File: config.mk
export PLATFORM = sky130hd
export DESIGN_NAME = tl_sensor_cond
export DESIGN_NICKNAME = d
export VERILOG_FILES = /design/src/rtl/tl_pkg.sv /design/src/rtl/tl_sensor_chan.sv /design/src/rtl/tl_sensor_cond.sv
export SDC_FILE = /design/constraint.sdc
export NUM_CORES = 1
export LEC_CHECK = 0
export CAP_MARGIN = 20
export CELL_PAD_IN_SITES_DETAIL_PLACEMENT = 1
export CELL_PAD_IN_SITES_GLOBAL_PLACEMENT = 2
export CORE_ASPECT_RATIO = 1.1
export CORE_MARGIN = 2
export CORE_UTILIZATION = 38
export CTS_CLUSTER_DIAMETER = 50
export DETAILED_ROUTE_END_ITERATION = 12
export MAX_ROUTING_LAYER = met4
export PLACE_DENSITY = 0.8
export SLEW_MARGIN = 20
export SYNTH_ARGS = -nofsm -noshare
export SYNTH_HDL_FRONTEND = slang
export SYNTH_SLANG_ARGS = --single-unit
File: constraint.sdc
create_clock -name clk -period 3.71 [get_ports clk]
set_clock_uncertainty 0.15 [all_clocks]
set_input_delay 0.742 -clock clk [delete_from_list [all_inputs] [get_ports clk]]
set_output_delay 0.742 -clock clk [all_outputs]
set_load 0.005 [all_outputs]
File: src/rtl/tl_pkg.sv
// Shared definitions for the traffic-light sensor conditioning block:
// per-channel state encoding and the run-counter width.
package tl_pkg;

  localparam int RUN_W = 8;

  typedef enum logic [1:0] {
    ST_IDLE = 2'b00,
    ST_QUAL = 2'b01,
    ST_OCC  = 2'b10,
    ST_GAP  = 2'b11
  } tl_state_e;

  // Traffic is reported present while occupied or while bridging a gap.
  function automatic logic state_active(input tl_state_e s);
    return (s == ST_OCC) || (s == ST_GAP);
  endfunction

endpackage

File: src/rtl/tl_sensor_chan.sv
// One street's sensor channel: 2-flop synchroniser, debounce/gap-bridging
// FSM with run counter, and a saturating arrival counter.
module tl_sensor_chan
  import tl_pkg::*;
#(
  parameter int DEB_CYCLES  = 4,
  parameter int HOLD_CYCLES = 8,
  parameter int CNT_W       = 8
) (
  input  logic             clk,
  input  logic             reset,
  input  logic             raw,
  input  logic             cnt_clr,
  output logic             t,
  output logic [CNT_W-1:0] cnt
);

  localparam logic [RUN_W-1:0] RUN_ONE = RUN_W'(1);
  localparam logic [RUN_W-1:0] DEB_L   = RUN_W'(DEB_CYCLES);
  localparam logic [RUN_W-1:0] HOLD_L  = RUN_W'(HOLD_CYCLES);
  localparam logic [CNT_W-1:0] CNT_ONE = CNT_W'(1);
  localparam logic [CNT_W-1:0] CNT_MAX = '1;

  logic             sync1_q, sync2_q;
  tl_state_e        state_q, state_d;
  logic [RUN_W-1:0] run_q, run_d;
  logic             t_q, t_d;
  logic [CNT_W-1:0] cnt_q, cnt_d;
  logic             arrive;

  // Bring the asynchronous loop signal into the clk domain; sync2_q is the
  // only copy the FSM looks at.
  always_ff @(posedge clk or posedge reset) begin
    if (reset) begin
      sync1_q <= 1'b0;
      sync2_q <= 1'b0;
    end else begin
      sync1_q <= raw;
      sync2_q <= sync1_q;
    end
  end

  // Next-state logic: qualify DEB_CYCLES consecutive highs before asserting,
  // tolerate up to HOLD_CYCLES-1 consecutive lows before releasing.
  always_comb begin
    state_d = state_q;
    run_d   = run_q;
    arrive  = 1'b0;
    case (state_q)
      ST_IDLE: begin
        if (sync2_q) begin
          if (DEB_CYCLES == 1) begin
            state_d = ST_OCC;
            run_d   = '0;
            arrive  = 1'b1;
          end else begin
            state_d = ST_QUAL;
            run_d   = RUN_ONE;
          end
        end
      end
      ST_QUAL: begin
        if (!sync2_q) begin
          state_d = ST_IDLE;
          run_d   = '0;
        end else if (run_q + RUN_ONE == DEB_L) begin
          state_d = ST_OCC;
          run_d   = '0;
          arrive  = 1'b1;
        end else begin
          run_d = run_q + RUN_ONE;
        end
      end
      ST_OCC: begin
        if (!sync2_q) begin
          if (HOLD_CYCLES == 1) begin
            state_d = ST_IDLE;
            run_d   = '0;
          end else begin
            state_d = ST_GAP;
            run_d   = RUN_ONE;
          end
        end
      end
      ST_GAP: begin
        if (sync2_q) begin
          // Gap absorbed: traffic output never drops.
          state_d = ST_OCC;
          run_d   = '0;
        end else if (run_q + RUN_ONE == HOLD_L) begin
          state_d = ST_IDLE;
          run_d   = '0;
        end else begin
          run_d = run_q + RUN_ONE;
        end
      end
      default: begin
        state_d = ST_IDLE;
        run_d   = '0;
      end
    endcase
  end

  // Output is registered from the next state so it tracks the FSM exactly.
  always_comb begin
    t_d = state_active(state_d);
  end

  // Arrival counter: clear and count combine, so a clear coinciding with an
  // arrival leaves a count of one; otherwise saturate at all-ones.
  always_comb begin
    cnt_d = cnt_q;
    if (cnt_clr) begin
      cnt_d = arrive ? CNT_ONE : '0;
    end else if (arrive && (cnt_q != CNT_MAX)) begin
      cnt_d = cnt_q + CNT_ONE;
    end
  end

  // Register FSM state, run counter, traffic output and arrival count.
  always_ff @(posedge clk or posedge reset) begin
    if (reset) begin
      state_q <= ST_IDLE;
      run_q   <= '0;
      t_q     <= 1'b0;
      cnt_q   <= '0;
    end else begin
      state_q <= state_d;
      run_q   <= run_d;
      t_q     <= t_d;
      cnt_q   <= cnt_d;
    end
  end

  assign t   = t_q;
  assign cnt = cnt_q;

endmodule

File: src/rtl/tl_sensor_cond.sv
// Sensor conditioning for both streets of the traffic-light controller:
// two independent channels sharing clock, reset and the counter clear.
module tl_sensor_cond
  import tl_pkg::*;
#(
  parameter int DEB_CYCLES  = 4,
  parameter int HOLD_CYCLES = 8,
  parameter int CNT_W       = 8
) (
  input  logic             clk,
  input  logic             reset,
  input  logic             sa_raw,
  input  logic             sb_raw,
  input  logic             cnt_clr,
  output logic             Ta,
  output logic             Tb,
  output logic [CNT_W-1:0] cnt_a,
  output logic [CNT_W-1:0] cnt_b
);

  tl_sensor_chan #(
    .DEB_CYCLES (DEB_CYCLES),
    .HOLD_CYCLES(HOLD_CYCLES),
    .CNT_W      (CNT_W)
  ) u_chan_a (
    .clk    (clk),
    .reset  (reset),
    .raw    (sa_raw),
    .cnt_clr(cnt_clr),
    .t      (Ta),
    .cnt    (cnt_a)
  );

  tl_sensor_chan #(
    .DEB_CYCLES (DEB_CYCLES),
    .HOLD_CYCLES(HOLD_CYCLES),
    .CNT_W      (CNT_W)
  ) u_chan_b (
    .clk    (clk),
    .reset  (reset),
    .raw    (sb_raw),
    .cnt_clr(cnt_clr),
    .t      (Tb),
    .cnt    (cnt_b)
  );

endmodule
==> Flow_metrics.wiki <==
{| class="wikitable"
! Metric !! Value
|-
| Number of cell rows || 30
|-
| Total Wirelength || 5786 um
|-
| IR drop worst, VDD || 0.2005 mV
|-
| Total track usage || 0.1870
|-
| Top_reg_cell synth || dfrtp_1
|-
| Unrepaired setup endpoints after global routing || no
|-
| Die boundary height || 87.80 um
|-
| Clock Tree Root || clkbuf_8
|-
| Post-synthesis share of cell area spent on xor and xnor gates || 0.06137
|-
| Clock buffer depth || 2
|-
| Power consumption || 1206 uW
|-
| Worst Setup Path Type || reg2reg
|-
| Largest incremental delay on the critical path || just over 0.5 ns
|-
| Cells along the critical path || and3_1, a211o_1, a211oi_4, nand2_2, or4_1, a21oi_1
|-
| Post-route fraction of the period consumed by the critical path || 0.7069
|-
| Run status || finished clean
|-
| Mapped Cells || 269
|-
| Final weighted congestion in routability-driven placement || 0.7855
|-
| Iter 0 DRT Violations || 65
|-
| Ys Warns || 0
|-
| Pleak || 0.001155 uW
|-
| Share of post-route cells with drive strength above 1 || 0.05517
|-
| Clock latency on the worst-skew pair || 0.30 ns
|-
| Number of antenna violations at the first check in global routing || 0
|-
| Count of final setup violators || 0
|-
| Post-synth cell types || 49
|-
| Family with the most delay on the worst path || compound AO/OA/AOI/OAI gates
|-
| I/O Pins || 23
|-
| Sequential share of the synthesized area || 0.4332
|-
| CP endpoint kind || register
|-
| Compound-cell area share of the yosys netlist || 0.1779
|-
| Number of standard cells in the layout, taps in and fillers out || 370
|-
| Global-route wire length before repair || 9922 um
|-
| Slowest cell on crit path || a211oi_4
|-
| Share of the synthesized area in the top cell type || 0.4332
|-
| Total Negative Setup Slacks || 0 ns
|-
| Largest family of logic cells by synthesized area || simple AND/OR/NAND/NOR gates
|-
| HPWL after detailed placement || 4291 um
|-
| H-tree depth reported by CTS || 2
|-
| Count of maximum capacitance violations || 0
|-
| Mapped Nets || 278
|-
| Antenna Diode Count || 0
|-
| Remaining Overflow, GRT || 0
|-
| Number of buffer and inverter stages on the critical path || 0
|-
| Effective utilization at floorplan || 0.3941
|-
| Mean cell area of the mapped netlist || 9.019 um^2
|-
| Worst Path Max Fanout || 10
|-
| Final period demand of the worst path || 2.623 ns
|-
| Number of hold buffers added after CTS || 0
|-
| Mux cell area share after synthesis || 0.01805
|-
| Number of vias per cell after detailed routing || 5.519
|-
| Post-route antenna net violation count || 0
|-
| CTS tree || built
|-
| Area of the core || 6156 um^2
|-
| Number of placed instances with taps included || 362
|-
| DRT Pass-1 Iters || 4
|-
| Routed WL per cell || 15.64 um
|-
| Post-synthesis cell type with the largest combined area || dfrtp_1
|-
| Pin count of the biggest net entering global routing || 25
|-
| Worst slew margin || 0.4567
|-
| Data arrival time of the worst path || ~2.7 ns
|-
| Total of cells resized after clock tree synthesis || 0
|-
| Number of storage elements in the synthesis netlist || 42
|-
| Floorplan die area || 7040 um^2
|-
| Port buffer count || 22
|-
| Power density normalized to cell area || 429.3 nW/um^2
|-
| Number of setup buffers added after CTS || 0
|-
| Drc violations || 0
|-
| Number of nets in the layout || 298
|-
| Clk sink count || 42
|-
| Startpoint types || register
|-
| Ranking of synthesized cells by area || dfrtp_1 43%, nand2_1 4.8%, xor2_1 4.0%
|-
| Post-synthesis instance area || approximately 2400 um^2
|-
| Worst path required time || 3.77 ns
|-
| EDFF count, synth || 0
|-
| TritonCTS Buffers || 5
|-
| Vias in the first global route || 2,062
|-
| Clk pin slew, worst setup/hold paths || 0.09 ns
|-
| Adder-Cell Fraction of Synth Area || 0.02063
|-
| Transition time at the pin with the least slew margin || 0.8088 ns
|-
| Syn-to-layout area delta || 15.83%
|-
| Hold crit path type || reg2reg
|-
| Count of pins over their slew limit || 0
|-
| Timing-limited maximum frequency || 0.3813 GHz
|-
| Number of vias in the routed layout || 2,042
|-
| Endpoints failing hold || 0
|-
| Synthesized-area fraction occupied by and/or/nand/nor cells || 0.2543
|-
| Die Span X || around 80 um
|-
| Share of synthesized flip-flops with an asynchronous set or reset || 1.000
|}
through the flow:
| stage | setup slack, ns | hold slack, ns | utilization | cell area [um^2] |
|---|---|---|---|---|
| 2_1_floorplan | 1.309 | 0.1812 | - | 2426 |
| 3_3_place_gp | 1.135 | 0.1833 | 0.4386 | 2700 |
| 3_5_place_dp | 1.119 | 0.1897 | 0.4386 | 2700 |
| 4_1_cts | 1.092 | 0.2092 | 0.4565 | 2810 |
| 5_1_grt | 0.9414 | 0.2142 | 0.4565 | 2810 |
| 6_report | 1.087 | 0.2086 | 0.4565 | 2810 |
cell usage after synthesis, types with 2 or more instances:
cell	instances
a31oi_1	5
or4_1	2
nand2_1	31
nand3b_1	2
or3_1	2
clkbuf_1	7
o21ai_0	13
nor3_1	4
o31ai_1	4
a21oi_1	16
dfrtp_1	42
xor2_1	11
a211oi_1	2
nor2b_1	10
nor2_1	22
o32ai_1	2
and2_1	3
nand3_1	13
a22o_1	2
a21boi_0	3
inv_1	8
o211ai_1	4
ha_1	4
nand4_1	11
mux2_2	3
nor3b_1	3
buf_6	2
nand2b_1	2
xnor2_1	6
and3_1	11
cell families (layout without fill, tap and decap cells):
| kind of cell | Yosys count | count (layout) |
|---|---|---|
| AOI/OAI and AO/OA | 64 | 64 |
| muxes | 4 | 4 |
| xor gates and xnor gates | 17 | 17 |
| DFF | 42 | 42 |
| adders and majority gates | 4 | 4 |
| and+or+nand+nor | 120 | 120 |
| buffers and inverters | 18 | 39 |
layout by cell type, fill, tap and decap left out, types with 4 or more instances in the layout:
| cell type | count |
|---|---|
| nand3_1 | 13 |
| dfrtp_1 | 42 |
| nor2b_1 | 10 |
| clkdlybuf4s50_1 | 22 |
| xor2_1 | 11 |
| nand2_1 | 31 |
| a21oi_1 | 16 |
| a31oi_1 | 5 |
| o21ai_0 | 13 |
| nand4_1 | 11 |
| ha_1 | 4 |
| and3_1 | 11 |
| o211ai_1 | 4 |
| nor2_1 | 22 |
| xnor2_1 | 6 |
| inv_1 | 7 |
| nor3_1 | 4 |
| clkbuf_8 | 5 |
| o31ai_1 | 4 |
per-layer routing:
layer,wire length [um],global-route usage,up-vias
li1,-,-,1008
met4,104,0.06471,0
met3,116,0.03402,12
met1,2633,0.2270,1003
met2,2932,0.3129,19
met5,0,-,-
power breakdown:
group	internal (uW)	leakage, uW	switching (uW)
clock	201	0.0000514	167
sequential	502	0.000565	71.4
combinational	108	0.000538	156
path summary, 6_finish.rpt:
path / start / to / cells after the start / slack (ns)
max in group asynchronous: reset / u_chan_a.run_q[6] / 3 / 2.05
max: u_chan_b.run_q[0] / u_chan_b.cnt[7] / 6 / 1.09
max reg2reg: u_chan_b.run_q[0] / u_chan_b.cnt[7] / 6 / 1.09
min in group asynchronous: reset / u_chan_a.cnt[2] / 2 / 0.64
min reg2reg: u_chan_a.sync1_q / u_chan_a.sync2_q / 0 / 0.21
min: u_chan_a.sync1_q / u_chan_a.sync2_q / 0 / 0.21
final cells by class:
| cell class | instances | area [um^2] |
|---|---|---|
| clock inverter | 2 | 37.54 |
| tap | 80 | 100.1 |
| inverter | 8 | 30.03 |
| clock buffer | 6 | 72.57 |
| sequential | 42 | 1051 |
| fill | 733 | 3346 |
| multi-input combinational | 209 | 1291 |
| timing repair buffer | 23 | 227.7 |
flip-flops by register name, summed over array words and instances (netlist names):
signal and cells:
u_chan_b.state_q 2, u_chan_b.cnt 8, u_chan_a.sync1_q 1, u_chan_a.state_q 2, u_chan_b.sync2_q 1, u_chan_b.t 1, u_chan_a.sync2_q 1, u_chan_a.run_q 8
u_chan_a.cnt 8, u_chan_b.sync1_q 1, u_chan_b.run_q 8, u_chan_a.t 1
(Power assumes the default switching activity.)
